## src/rtl/mem_arbiter.sv

```systemverilog
// Two-port (instruction fetch / data) arbiter in front of a single-ported RAM.
// Fixed four-state transaction: IDLE -> ISSUE -> WAIT -> DONE -> IDLE, with
// round-robin on ties, address-limit error checking and half-word extension.
module mem_arbiter #(
   parameter int unsigned MEM_LIMIT = 255
) (
   input  logic        clk,
   input  logic        rst_n,
   input  logic        i_req,
   input  logic [31:0] i_addr,
   output logic        i_ack,
   output logic        i_err,
   output logic [31:0] i_rdata,
   input  logic        d_req,
   input  logic        d_we,
   input  logic        d_word,
   input  logic        d_sign,
   input  logic [31:0] d_addr,
   input  logic [31:0] d_wdata,
   output logic        d_ack,
   output logic        d_err,
   output logic [31:0] d_rdata,
   output logic        ram_read,
   output logic        ram_write,
   output logic        ram_word,
   output logic        ram_sign,
   output logic [31:0] ram_address,
   output logic [31:0] ram_dataIn,
   input  logic [31:0] ram_dataOut,
   output logic        busy
);

   localparam int unsigned DW = 32;
   localparam int unsigned LW = 33;
   localparam logic [LW-1:0] LIMIT = LW'(MEM_LIMIT);

   typedef enum logic [1:0] {
      IDLE  = 2'd0,
      ISSUE = 2'd1,
      WAIT  = 2'd2,
      DONE  = 2'd3
   } state_t;

   typedef enum logic {
      PORT_I = 1'b0,
      PORT_D = 1'b1
   } port_t;

   // Transaction captured at grant time and held until the next grant
   typedef struct packed {
      port_t         port;
      logic          we;
      logic          word;
      logic          sign;
      logic          err;
      logic [DW-1:0] addr;
      logic [DW-1:0] wdata;
   } xact_t;

   state_t        state, state_nxt;
   xact_t         cur, cur_nxt;
   port_t         last, last_nxt;
   logic          gnt_d;
   logic [LW-1:0] end_addr;
   logic [DW-1:0] rd_val;

   logic          i_ack_nxt, i_err_nxt, d_ack_nxt, d_err_nxt;
   logic [DW-1:0] i_rdata_nxt, d_rdata_nxt;
   logic          ram_read_nxt, ram_write_nxt, ram_word_nxt, busy_nxt;

   assign ram_address = cur.addr;
   assign ram_dataIn  = cur.wdata;

   // State register
   always_ff @(posedge clk) begin
      if (!rst_n) state <= IDLE;
      else        state <= state_nxt;
   end

   // Next state, grant decision and next values of all registered outputs
   always_comb begin
      state_nxt   = state;
      cur_nxt     = cur;
      last_nxt    = last;
      gnt_d       = 1'b0;
      end_addr    = '0;
      rd_val      = '0;
      i_ack_nxt   = 1'b0;
      i_err_nxt   = 1'b0;
      d_ack_nxt   = 1'b0;
      d_err_nxt   = 1'b0;
      i_rdata_nxt = i_rdata;
      d_rdata_nxt = d_rdata;

      case (state)
         IDLE: begin
            if (i_req || d_req) begin
               // Tie goes to whichever port was not granted last
               gnt_d         = d_req && (!i_req || (last == PORT_I));
               cur_nxt.port  = gnt_d ? PORT_D : PORT_I;
               cur_nxt.we    = gnt_d && d_we;
               cur_nxt.word  = gnt_d ? d_word : 1'b1;
               cur_nxt.sign  = gnt_d && d_sign;
               cur_nxt.addr  = gnt_d ? d_addr : i_addr;
               cur_nxt.wdata = gnt_d ? d_wdata : '0;
               // 33-bit end address so a 32-bit wrap is out of range
               end_addr      = {1'b0, cur_nxt.addr} + (cur_nxt.word ? LW'(3) : LW'(1));
               cur_nxt.err   = (cur_nxt.we && !cur_nxt.word) || (end_addr > LIMIT);
               last_nxt      = cur_nxt.port;
               state_nxt     = ISSUE;
            end
         end
         ISSUE: state_nxt = WAIT;
         WAIT: begin
            state_nxt = DONE;
            if (cur.err)       rd_val = '0;
            else if (cur.word) rd_val = ram_dataOut;
            else if (cur.sign) rd_val = {{16{ram_dataOut[15]}}, ram_dataOut[15:0]};
            else               rd_val = {16'h0000, ram_dataOut[15:0]};
            if (cur.port == PORT_D) begin
               d_ack_nxt = 1'b1;
               d_err_nxt = cur.err;
               if (cur.err || !cur.we) d_rdata_nxt = rd_val;
            end else begin
               i_ack_nxt = 1'b1;
               i_err_nxt = cur.err;
               if (cur.err || !cur.we) i_rdata_nxt = rd_val;
            end
         end
         DONE:    state_nxt = IDLE;
         default: state_nxt = IDLE;
      endcase

      ram_read_nxt  = (state_nxt == ISSUE) && !cur_nxt.err && !cur_nxt.we;
      ram_write_nxt = (state_nxt == ISSUE) && !cur_nxt.err &&  cur_nxt.we;
      ram_word_nxt  = (state_nxt != IDLE);
      busy_nxt      = (state_nxt != IDLE);
   end

   // Transaction latch, round-robin memory and output registers
   always_ff @(posedge clk) begin
      if (!rst_n) begin
         cur       <= '0;
         last      <= PORT_I;
         i_ack     <= 1'b0;
         i_err     <= 1'b0;
         i_rdata   <= '0;
         d_ack     <= 1'b0;
         d_err     <= 1'b0;
         d_rdata   <= '0;
         ram_read  <= 1'b0;
         ram_write <= 1'b0;
         ram_word  <= 1'b0;
         ram_sign  <= 1'b0;
         busy      <= 1'b0;
      end else begin
         cur       <= cur_nxt;
         last      <= last_nxt;
         i_ack     <= i_ack_nxt;
         i_err     <= i_err_nxt;
         i_rdata   <= i_rdata_nxt;
         d_ack     <= d_ack_nxt;
         d_err     <= d_err_nxt;
         d_rdata   <= d_rdata_nxt;
         ram_read  <= ram_read_nxt;
         ram_write <= ram_write_nxt;
         ram_word  <= ram_word_nxt;
         ram_sign  <= 1'b0;
         busy      <= busy_nxt;
      end
   end

endmodule
```

## config.mk

```make
export PLATFORM = sky130hd
export DESIGN_NAME = mem_arbiter
export DESIGN_NICKNAME = d
export VERILOG_FILES = /design/src/rtl/mem_arbiter.sv
export SDC_FILE = /design/constraint.sdc
export NUM_CORES = 1
export LEC_CHECK = 0
export ABC_AREA = 1
export CAP_MARGIN = 15
export CORE_MARGIN = 5
export CORE_UTILIZATION = 30
export DETAILED_ROUTE_END_ITERATION = 16
export PLACE_DENSITY = 0.57
export SLEW_MARGIN = 25
export SYNTH_ARGS = -nofsm -noshare
export SYNTH_HDL_FRONTEND = slang
export SYNTH_SLANG_ARGS = --single-unit
```

## constraint.sdc

```tcl
create_clock -name clk -period 8 [get_ports clk]
set_input_delay 1.6 -clock clk [delete_from_list [all_inputs] [get_ports clk]]
set_output_delay 1.6 -clock clk [all_outputs]
set_load 0.02 [all_outputs]
```

# == After elaboration in Yosys (flattened, before gate mapping) ==
# Index checks and enable logic that the tools add are counted.
# word_totals
input_bits,135
wordCells,64
output_inout_bits,137
reg_bits,142
# classes
n_eq_ne,4
n_mux,14
n_lt_le_gt_ge,1
n_addsub,1
bitwise_logic,3
reduce_logical,24
# ops
op,count
two-way mux 32 bit,5
two-way mux 68 bit,2
adder 32 x 2 -> 33 bit,1
> comparator 33 x 8 -> 1 bit (second input constant),1
AND reduction 3 bit,3
one-hot mux 2 bit (4 select lines),1
logical AND 1 bit,7
zero test 1 bit,5
equality test 2 x 1 -> 1 bit (second input constant),2
equality test 2 bit (second input constant),2
logical OR 1 bit,4
two-way mux 1 bit,4
two-way mux 2 bit,2
AND reduction 2 bit,2
inverter 1 bit,3
OR reduction 3 bit,1
zero test 2 bit,1
nonzero test 2 bit,1

# == Longest topological paths before layout ==
# logic_depth
word_depth,13
depth_mapped,25
depth_no_buf,23

# == Least setup slack after synthesis ==
# No wires, ideal clock.
# synth_timing
kind,input to register
start,in d_req
end,reg ram_read
t_required_ns,7.936
t_arrival_ns,4.024
path_slack_ns,3.912
cell_stages,22
path_buffers,3
setup_time_ns,0.064
cell_sequence,buf_4 > nand2_4 > buf_6 > buf_2 > o21ai_0 > inv_1 > fa_1 > inv_1 > nand3_1 > inv_2 > nand3_2 > nor2_2 > nand3_1 > nor2_1 > nand2_1 > nand2_1 > nand3_1 > nor2_1 > nand2_1 > nand2_1 > nand2_1 > nor2_1
# synth_between
elab_chain_cells,11
word_cells_on_any_way,20
cone_classes,add/sub (1); order compare (1); eq/ne (1); mux (7); reduce/logical (10)
# synth_lines
item,line_no,text
start: declaration,14,"input logic d_req,"
logical AND 1 bit,99,gnt_d = d_req && (!i_req || (last == PORT_I));
two-way mux 1 bit,102,cur_nxt.word = gnt_d ? d_word : 1'b1;
two-way mux 2 bit,107,"end_addr = {1'b0, cur_nxt.addr} + (cur_nxt.word ? LW'(3) : LW'(1));"
adder 32 x 2 -> 33 bit,107,
> comparator 33 x 8 -> 1 bit,108,cur_nxt.err = (cur_nxt.we && !cur_nxt.word) || (end_addr > LIMIT);
logical OR 1 bit,108,
two-way mux 68 bit,97,if (i_req || d_req) begin
two-way mux 68 bit,95,case (state)
zero test 1 bit,134,ram_read_nxt = (state_nxt == ISSUE) && !cur_nxt.err && !cur_nxt.we;
logical AND 1 bit,134,
logical AND 1 bit *,134,
end signal: assignment,165,ram_read <= ram_read_nxt;
end: declaration,23,"output logic ram_read,"
# Mark *: on every way between the ends. The rest lies on a longest branch, timed or not.
# A chain may end at the register's enable or synchronous reset.

# == Worst setup path in the final report ==
# layout_timing
start,in i_req
end,reg ram_write
# layout_between
elab_chain_cells,13
word_cells_on_any_way,21
cone_classes,add/sub (1); order compare (1); eq/ne (1); mux (7); reduce/logical (11)
# layout_lines
item,line_no,text
start: declaration,9,"input logic i_req,"
zero test 1 bit,99,
logical OR 1 bit,99,
logical AND 1 bit,99,
two-way mux 1 bit,102,
two-way mux 2 bit,107,
adder 32 x 2 -> 33 bit,107,
> comparator 33 x 8 -> 1 bit,108,
logical OR 1 bit,108,
two-way mux 68 bit,97,
two-way mux 68 bit,95,
zero test 1 bit,135,ram_write_nxt = (state_nxt == ISSUE) && !cur_nxt.err && cur_nxt.we;
logical AND 1 bit,135,
logical AND 1 bit *,135,
end signal: assignment,166,ram_write <= ram_write_nxt;
end: declaration,24,"output logic ram_write,"
# Marked as above.

==> impl_metrics.tcl <==
set metrics [dict create \
    status "complete, no violations" \
    hold_slack_ns 0.460 \
    synth_edf_count 0 \
    drt-total-wl_um 26000 \
    die_h_um 168 \
    grt_util_all_layers_pct 17.7 \
    path_clk_slew_ns 0.06 \
    worstHoldStart "ram_dataIn[1]" \
    fp.coreArea_sq_mm 0.0249 \
    yosysSeqAreaShare_pct 37.8 \
    min_period_over_period_pct 66.5 \
    crit_type "primary input to flip-flop" \
    hold_viol 0 \
    p_comb_share_pct 36.6 \
    end_kind "flip-flop" \
    die_w_um 168 \
    tightest_slew_ns 0.946 \
    via_per_inst 4.74 \
    yosys.area.top_type_share_pct 37.8 \
    avgSynthCellArea_sq_um 6.83 \
    layout-drive-gt1-share_pct 6.81 \
    syn_nets 1241 \
    grt-ovfl-total 0 \
    whs_endpoint "ram_dataIn[1]" \
    p_seq_share_pct 31.9 \
    dpl_worst_slack_ns 2.26 \
    clk_latency_ns 0.43 \
    area_growth_pct 40.6 \
    cts.sinks 142 \
    gp_congestion 0.887 \
    cts_tree "done" \
    regArea_sq_mm 0.00284 \
    synth_most_common_cell "nand2_1" \
    total_power_w 0.00292 \
    synth_common_cells "nand2_1, dfxtp_1, o21ai_0" \
    slew_headroom_pct 36.8 \
    p_sw_share_pct 36.7 \
    netlist-cell-type-count 34 \
    cts_resized 0 \
    cellPowerDensity_mw_per_mm2 276 \
    drtAntennaViolNets 0 \
    cpMaxStageDelayCell "nand2_4" \
    synth_area_leaders "dfxtp_1, nand2_1, o21ai_0" \
    clk_path_buf_depth 2 \
    grt_setup_unrepaired "false" \
    finalSetupTns_ns 0 \
    required_ns 8.36 \
    maxCapViolations 0 \
    die-area_sq_mm 0.0283 \
    wl_per_cell_um 16.2 \
    r2r_start "last" \
    post_cts_buffers 0 \
    cp_max_fo 72 \
    syn_area_sq_mm 0.00751 \
    ys_warn_count 0 \
    cts_max_level 4 \
    setup_viol 0 \
    numCtsBuffers 17 \
    fin_skew_ns 0.0140 \
    r2r_slack_ns 3.92 \
    first_pass_iters 5 \
    cpPeakStageDelay_ns 0.58 \
    arrival_ns 5.68 \
    grt_pass1_vias 7361 \
    drc 0 \
    ir_drop_mv 0.160 \
    hold_buffers 0 \
    io_pins 272 \
    critPathLaunchType "primary input" \
    yosys.area.top_type "dfxtp_1" \
    p_switching_w 0.00107 \
    multi_input_area_sq_mm 0.00358 \
    p_clk_share_pct 31.4 \
    hpwl_um 18800 \
    port_buffers 270 \
    drt_iter0_drc 465 \
    p_leak_nw 4.28 \
    grt_pass1_wl_um 40500 \
    p_int_w 0.00185 \
    period_minus_slack_ns 5.32 \
    antenna_found_initial 1 \
    rows 58 \
    timing.fmax_mhz 188 \
    async_flop_share_pct 0 \
    timing.rr.end "ram_write" \
    grt_max_degree 96 \
    cp_cell_sequence "clkdlybuf4s50_1 -> nand2_4 -> nand2_4 -> o21ai_0 -> inv_1 -> fa_1 -> inv_1 -> nand3_1 -> nor2_1 -> nand2_1 -> nand2_1 -> nand3b_1 -> nor2_1 -> nand2_1 -> nor2_1 -> nand3_1 -> nor2_1 -> nand2_1 -> nand2_1 -> nand2_1 -> nor2_1" \
    synth-seq-cells 142 \
    path_common_cell "nand2_1" \
    fin_ws_ns 2.68 \
    fillers 2592 \
    min_path_type "flip-flop to flip-flop" \
    num_vias 7616 \
    hold_path_depth 2 \
    slew_viol_final 0 \
    synth_ff_type "dfxtp_1" \
    nets 1405 \
    synthCells 1101 \
    start_util_pct 30.2 \
    rr_worst_depth 20 \
    cts_root_buf "clkbuf_16" \
]
[per-layer routing]
| layer | track usage (%) | part of all wire [%] | wire [um] | up-vias |
|---|---|---|---|---|
| met1 | 21.8 | 44 | 11300 | 3476 |
| met5 | 0 | 0 | 0 | - |
| met4 | 4.80 | 1.5 | 402 | 0 |
| li1 | - | - | - | 3866 |
| met3 | 7.09 | 9.1 | 2360 | 29 |
| met2 | 28.8 | 46 | 11900 | 245 |
[power groups by stage]
stage          registers, W  logic (W)  clock network [W]
6_report           0.000931    0.00107           0.000917
5_1_grt            0.000951    0.00117           0.000968
4_1_cts            0.000934    0.00108           0.000938
3_5_place_dp       0.000945    0.00108                  0
3_3_place_gp       0.000943    0.00108                  0
2_1_floorplan      0.000999   0.000634                  0
[worst max path at each step]
stage / from / endpoint / slack (ns) / depth (start not counted)
6_report: i_req / ram_write / 2.68 / 21
5_1_grt: i_req / ram_read / 2.23 / 21
3_5_place_dp: i_req / ram_write / 2.26 / 21
3_3_place_gp: i_req / ram_write / 2.39 / 21
4_1_cts: i_req / ram_write / 2.70 / 21
2_1_floorplan: d_req / ram_read / 3.91 / 22
[worst max-delay path, delay by kind of cell]
| family | cells | cell delay, ns |
|---|---|---|
| buffers and inverters | 3 | 0.67 |
| adders and majority gates | 1 | 0.40 |
| AOI/OAI and AO/OA | 1 | 0.37 |
| and+or+nand+nor | 16 | 2.55 |
[through the flow]
stage,std cells,instance area [sq um],util [%]
floorplan,1101,7510,-
global placement,1576,9900,39.8
detailed placement,1576,9900,39.8
CTS,1607,10600,42.4
global route,1608,10600,42.5
finish,1608,10600,42.5
[registers in the layout (all words and copies together) (netlist names), 2 cells and up]
| name | flops |
|---|---|
| d_rdata | 32 |
| i_rdata | 32 |
| ram_address | 32 |
| ram_dataIn | 32 |
| cur | 4 |
| state | 2 |
[area by class of cell]
type,instances,area share [%]
Multi-Input combinational cell,741,33.9
Timing Repair Buffer,276,25.9
Antenna cell,1,0.0237
Sequential cell,142,26.9
Tap cell,330,3.91
Clock inverter,13,2.13
Inverter,87,3.09
Clock buffer,18,4.16
[logic make-up after synthesis]
group | Yosys count | synth area share (%)
buf+inv | 218 | 14.8
flops | 142 | 37.8
xor+xnor | 6 | 0.799
other cells | 1 | 0.0499
simple gates | 484 | 29.2
fa+ha+maj | 5 | 0.932
compound gates | 245 | 16.4
[cell usage in the layout (no fill, tap or decap), types with 2 or more instances in the layout]
cell             synthesis  routed
a211oi_1                 2       2
a21oi_1                116     114
a31oi_1                  3       3
buf_2                    5       2
buf_4                   68       6
bufinv_16                0       5
clkbuf_16                0      17
clkdlybuf4s50_1          0     268
clkinv_4                 0       2
dfxtp_1                142     142
ha_1                     4       4
inv_1                   83      82
inv_2                    3       4
inv_6                    0       4
inv_8                    0       2
nand2_1                238     238
nand2_2                 15      15
nand2_4                  5       5
nand3_1                 50      50
nand3_2                  3       3
nand3b_1                11      11
nand4_1                 38      38
nor2_1                  99      99
nor2_2                  10      10
nor2_4                   5       5
nor3_1                   6       6
o21ai_0                122     121
o21ai_1                  2       2
xor2_1                   5       5
Note: power is estimated with default switching activity, not from simulation.
